### src/rtl/rr_priority_arbiter.sv
// rr_priority_arbiter: N-channel arbiter with fixed-priority or round-robin
// selection. A grant is held until the grantee pulses done. On that release
// the block re-arbitrates in the same cycle, so back-to-back grants leave no
// idle gap.
//
// Ports:
//   clk  - clock, rising-edge active
//   rst  - asynchronous active-high reset
//   d    - request vector, d[i]=1 when channel i requests
//   mode - 0: fixed priority (highest index wins), 1: round-robin
//   en   - arbitration enable; gates issuing of new grants
//   done - one-cycle release pulse from the current grantee
//   y    - registered index of the granted channel
//   v    - registered grant-valid flag
//   ptr  - registered round-robin pointer (last granted channel)
module rr_priority_arbiter #(
  parameter int unsigned N = 8,
  parameter int unsigned W = $clog2(N)
) (
  input  logic         clk,
  input  logic         rst,
  input  logic [N-1:0] d,
  input  logic         mode,
  input  logic         en,
  input  logic         done,
  output logic [W-1:0] y,
  output logic         v,
  output logic [W-1:0] ptr
);

  typedef enum logic {
    IDLE  = 1'b0,
    GRANT = 1'b1
  } state_t;

  state_t       state;
  logic [N-1:0] req;
  logic [W-1:0] win;
  logic         found;
  int           idx;

  // Winner selection. While granted, the current grantee's own bit is
  // masked so a release cannot hand the grant straight back to it.
  always_comb begin
    req   = d;
    win   = '0;
    found = 1'b0;
    idx   = 0;
    if (state == GRANT) begin
      req[y] = 1'b0;
    end
    if (!mode) begin
      // Ascending scan; the last hit is the highest set index.
      for (int i = 0; i < int'(N); i++) begin
        if (req[i]) begin
          win   = W'(i);
          found = 1'b1;
        end
      end
    end else begin
      // Descend from ptr-1 with wrap, so channel ptr is visited last.
      for (int k = 1; k <= int'(N); k++) begin
        idx = int'(ptr) - k;
        if (idx < 0) begin
          idx = idx + int'(N);
        end
        if (!found && req[idx]) begin
          win   = W'(idx);
          found = 1'b1;
        end
      end
    end
  end

  // State, grant index, valid flag and pointer.
  always_ff @(posedge clk or posedge rst) begin
    if (rst) begin
      state <= IDLE;
      y     <= '0;
      v     <= 1'b0;
      ptr   <= '0;
    end else begin
      case (state)
        IDLE: begin
          if (en && found) begin
            state <= GRANT;
            y     <= win;
            v     <= 1'b1;
            ptr   <= win;
          end
        end
        GRANT: begin
          if (done) begin
            if (en && found) begin
              y   <= win;
              ptr <= win;
            end else begin
              state <= IDLE;
              v     <= 1'b0;
            end
          end
        end
        default: begin
          state <= IDLE;
          v     <= 1'b0;
        end
      endcase
    end
  end

endmodule

### config.mk
export PLATFORM = sky130hd
export DESIGN_NAME = rr_priority_arbiter
export DESIGN_NICKNAME = d
export VERILOG_FILES = /design/src/rtl/rr_priority_arbiter.sv
export SDC_FILE = /design/constraint.sdc
export NUM_CORES = 1
export LEC_CHECK = 0
export CAP_MARGIN = 20
export CORE_ASPECT_RATIO = 1.75
export CORE_MARGIN = 4
export CORE_UTILIZATION = 25
export DETAILED_ROUTE_END_ITERATION = 12
export GPL_TIMING_DRIVEN = 1
export PLACE_DENSITY = 0.42
export REMOVE_ABC_BUFFERS = 1
export SYNTH_ARGS = -nofsm -noshare
export SYNTH_HDL_FRONTEND = slang
export SYNTH_SLANG_ARGS = --single-unit
### constraint.sdc
create_clock -name clk -period 4.7 [get_ports clk]
set_input_delay 0.705 -clock clk [delete_from_list [all_inputs] [get_ports clk]]
set_output_delay 0.705 -clock clk [all_outputs]
set_load 0.03 [all_outputs]
==> reports/qor.txt <==
DRT iter0 DRCs = 94
Sequential share of the synthesized area = 9.05%
Post-layout util = 31.3%
Hold/Removal Path Class = reg2reg
Root Buffer = clkbuf_8
Clk slew on worst S/H paths = 0.04 ns
Met2 WL = 2470 um
GRT Util Overall = 13.6%
Synth async-reset ratio = 100%
CTS tree = built
HPWL after DPL = 3750 um
IO Pins = 20
Post-synthesis cell type count = 59
Vias in the first global route = 1,471
Type of the worst setup path = reg2reg
Final Hold Vio Count = 0
Die Y = 106 um
Peak supply drop = 188 uV
Crit start category = flip-flop
Slew margin rel. = 63.4%
Vias/cell = 5.51
Final ANT Viol Nets = 0
Power per cell area = 851 nW/um^2
Final Hold Slack = 0.487 ns
Critical path data arrival time = 3.63 ns
Synth area leader = dfrtp_1
Main synth FF type = dfrtp_1
Final WL = 4580 um
MaxCap Viol Count = 0
Die W = 64.2 um
Clock tree buffer depth = 2
Uppermost layer routed = met4
RSZ-0062 raised after global routing = false
Share of the synthesized area in the top cell type = 9.05%
DRT met1 WL = 1750 um
RePlAce Congestion = 0.920
Final Setup Violations = 0
Initial Utilization = 26.1%
WL/cell = 17.7 um
First-pass GRT wire length = 7400 um
CP Max Fanout = 18
Outcome = finished, final reports clean
Synthesized instance count = 171
CP endpoint kind = flip-flop
Max Fclk = 0.286 GHz
Core Footprint = 5300 sq um
H-tree levels = 1
#FFs+latches synth = 5
Required time worst endpoint = 4.83 ns
Nets@finish = 205
I/O Buffers = 19
Vias = 1,428
Crit share post-route = 74.5%
CTS resizes = 0
Synthesis-to-finish area growth = 19.9%
Fin Setup TNS = 0 ns
DR pass1 iterations = 4
Share of cells above drive strength 1 = 14.1%
Clk sinks = 5
Clock Latency Late Sink = 0.22 ns
Initial antenna violation count = 0
ANT cells = 0
Die area = 6830 sq um
Top post-synthesis cells by area = dfrtp_1 9.0%, mux2i_1 8.0%, mux2_2 5.7%
Hold-fix buffers, CTS = 0
Leak pwr = 0.658 nW
Pins Over Slew Limit = 0
Mapped Area = 1380 sq um
Residual DRC = 0
Largest net degree at the start of global routing = 27
Worst-Margin Slew = 0.549 ns
Fin crit period = 3.50 ns
FP Rows = 35
Post-CTS Setup Repair Bufs = 0
Average size of a mapped cell = 8.09 sq um
Post-synth EDFFs = 0
GRT overflow = 0
TritonCTS Buffers = 3
DR WL met3 = 153 um
Yosys warns = 0
Final clock skew = 0.00293 ns
[worst max-delay path, stage by stage, from the launching register on]
cell       delay (ns)
dfrtp_1          0.31
buf_4            0.21
inv_1            0.15
ha_1             0.62
mux4_2           0.65
mux2_4           0.33
a31oi_4          0.22
nand4b_4         0.16
or2_0            0.26
a2111o_1         0.37
o2111ai_1        0.11
[cells by family (layout without fill, tap and decap cells)]
kind of cell,count (synthesis),count (layout),share of synthesized area [%]
compound gates,66,66,37.4
simple gates,49,49,19.4
mux,22,22,19.6
buf+inv,21,35,7.87
fa+ha+maj,6,6,5.43
flops,5,5,9.05
xor+xnor,2,2,1.27
[flip-flops by register name, summed over array words and instances, names as in the netlist]
register	cells
ptr	3
state	1
v	1
[cells in the mapped netlist (2+ instances only)]
master / n
mux2_2: 7
buf_2: 3
nand3b_1: 2
o221ai_1: 4
o21ai_0: 7
mux2i_1: 11
mux4_2: 3
o21a_1: 2
buf_6: 2
nand2_1: 10
nor2_1: 12
nor2b_1: 3
and2_1: 6
o31ai_1: 2
buf_4: 3
a31oi_1: 2
o32a_1: 2
o211a_1: 2
a21bo_2: 2
inv_1: 9
a21oi_1: 11
o22ai_1: 2
or3_1: 2
a21o_1: 2
nor3_1: 2
nand3_1: 5
a2111o_1: 2
a211oi_1: 3
ha_1: 6
a2bb2oi_1: 2
dfrtp_1: 5
o2111ai_1: 2
clkbuf_1: 4
a22oi_1: 2
a21boi_0: 3
[area by class of cell]
type	count	area, sq um
Multi-Input combinational cell	145	1150
Clock buffer	4	45.0
Sequential cell	5	125
Fill cell	591	3640
Inverter	9	33.8
Tap cell	74	92.6
Timing Repair Buffer	22	213
[placed cells by master (no fill, tap or decap), types with 3 or more instances in the layout]
cell type	synthesis	routed
o221ai_1	4	4
nand3_1	5	5
ha_1	6	6
dfrtp_1	5	5
mux2i_1	11	11
clkbuf_8	0	3
a21boi_0	3	3
clkdlybuf4s50_1	0	19
nand2_1	10	10
buf_4	3	3
a211oi_1	3	3
a21oi_1	11	11
nor2b_1	3	3
mux4_2	3	3
inv_1	9	9
and2_1	6	6
nor2_1	12	12
mux2_2	7	7
o21ai_0	7	7
[where the power goes]
part	total, mW	internal, mW	switching, mW
registers	0.0684	0.0590	0.00938
clock network	0.0784	0.0582	0.0202
logic	1.26	0.522	0.742
[metrics by stage]
step | setup WS [ns] | power [mW] | cells | instance area, sq um
floorplan | 0.789 | 0.995 | 159 | 1310
global placement | 1.21 | 1.32 | 255 | 1610
detailed placement | 1.21 | 1.32 | 255 | 1610
CTS | 1.17 | 1.41 | 259 | 1660
global route | 0.937 | 1.53 | 259 | 1660
finish | 1.20 | 1.41 | 259 | 1660
[per-layer routing]
layer / vias up / track usage (%)
li1: 687 / -
met1: 694 / 14.5
met2: 35 / 25.1
met3: 12 / 1.48
met4: 0 / 8.17
met5: - / 0
[path summary, 6_finish.rpt]
kind,startpoint,to,slack (ns),cells past startpoint
setup / recovery,ptr[1]$_DFFE_PP0P_,ptr[0]$_DFFE_PP0P_,1.20,10
hold / removal,v$_DFFE_PP0P_,v$_DFFE_PP0P_,0.49,1
setup reg to reg,ptr[1]$_DFFE_PP0P_,ptr[0]$_DFFE_PP0P_,1.20,10
hold reg to reg,v$_DFFE_PP0P_,v$_DFFE_PP0P_,0.49,1
max in group asynchronous,rst,ptr[2]$_DFFE_PP0P_,3.84,2
min in group asynchronous,rst,ptr[0]$_DFFE_PP0P_,0.69,2
Power figures use the tool's default switching activity.
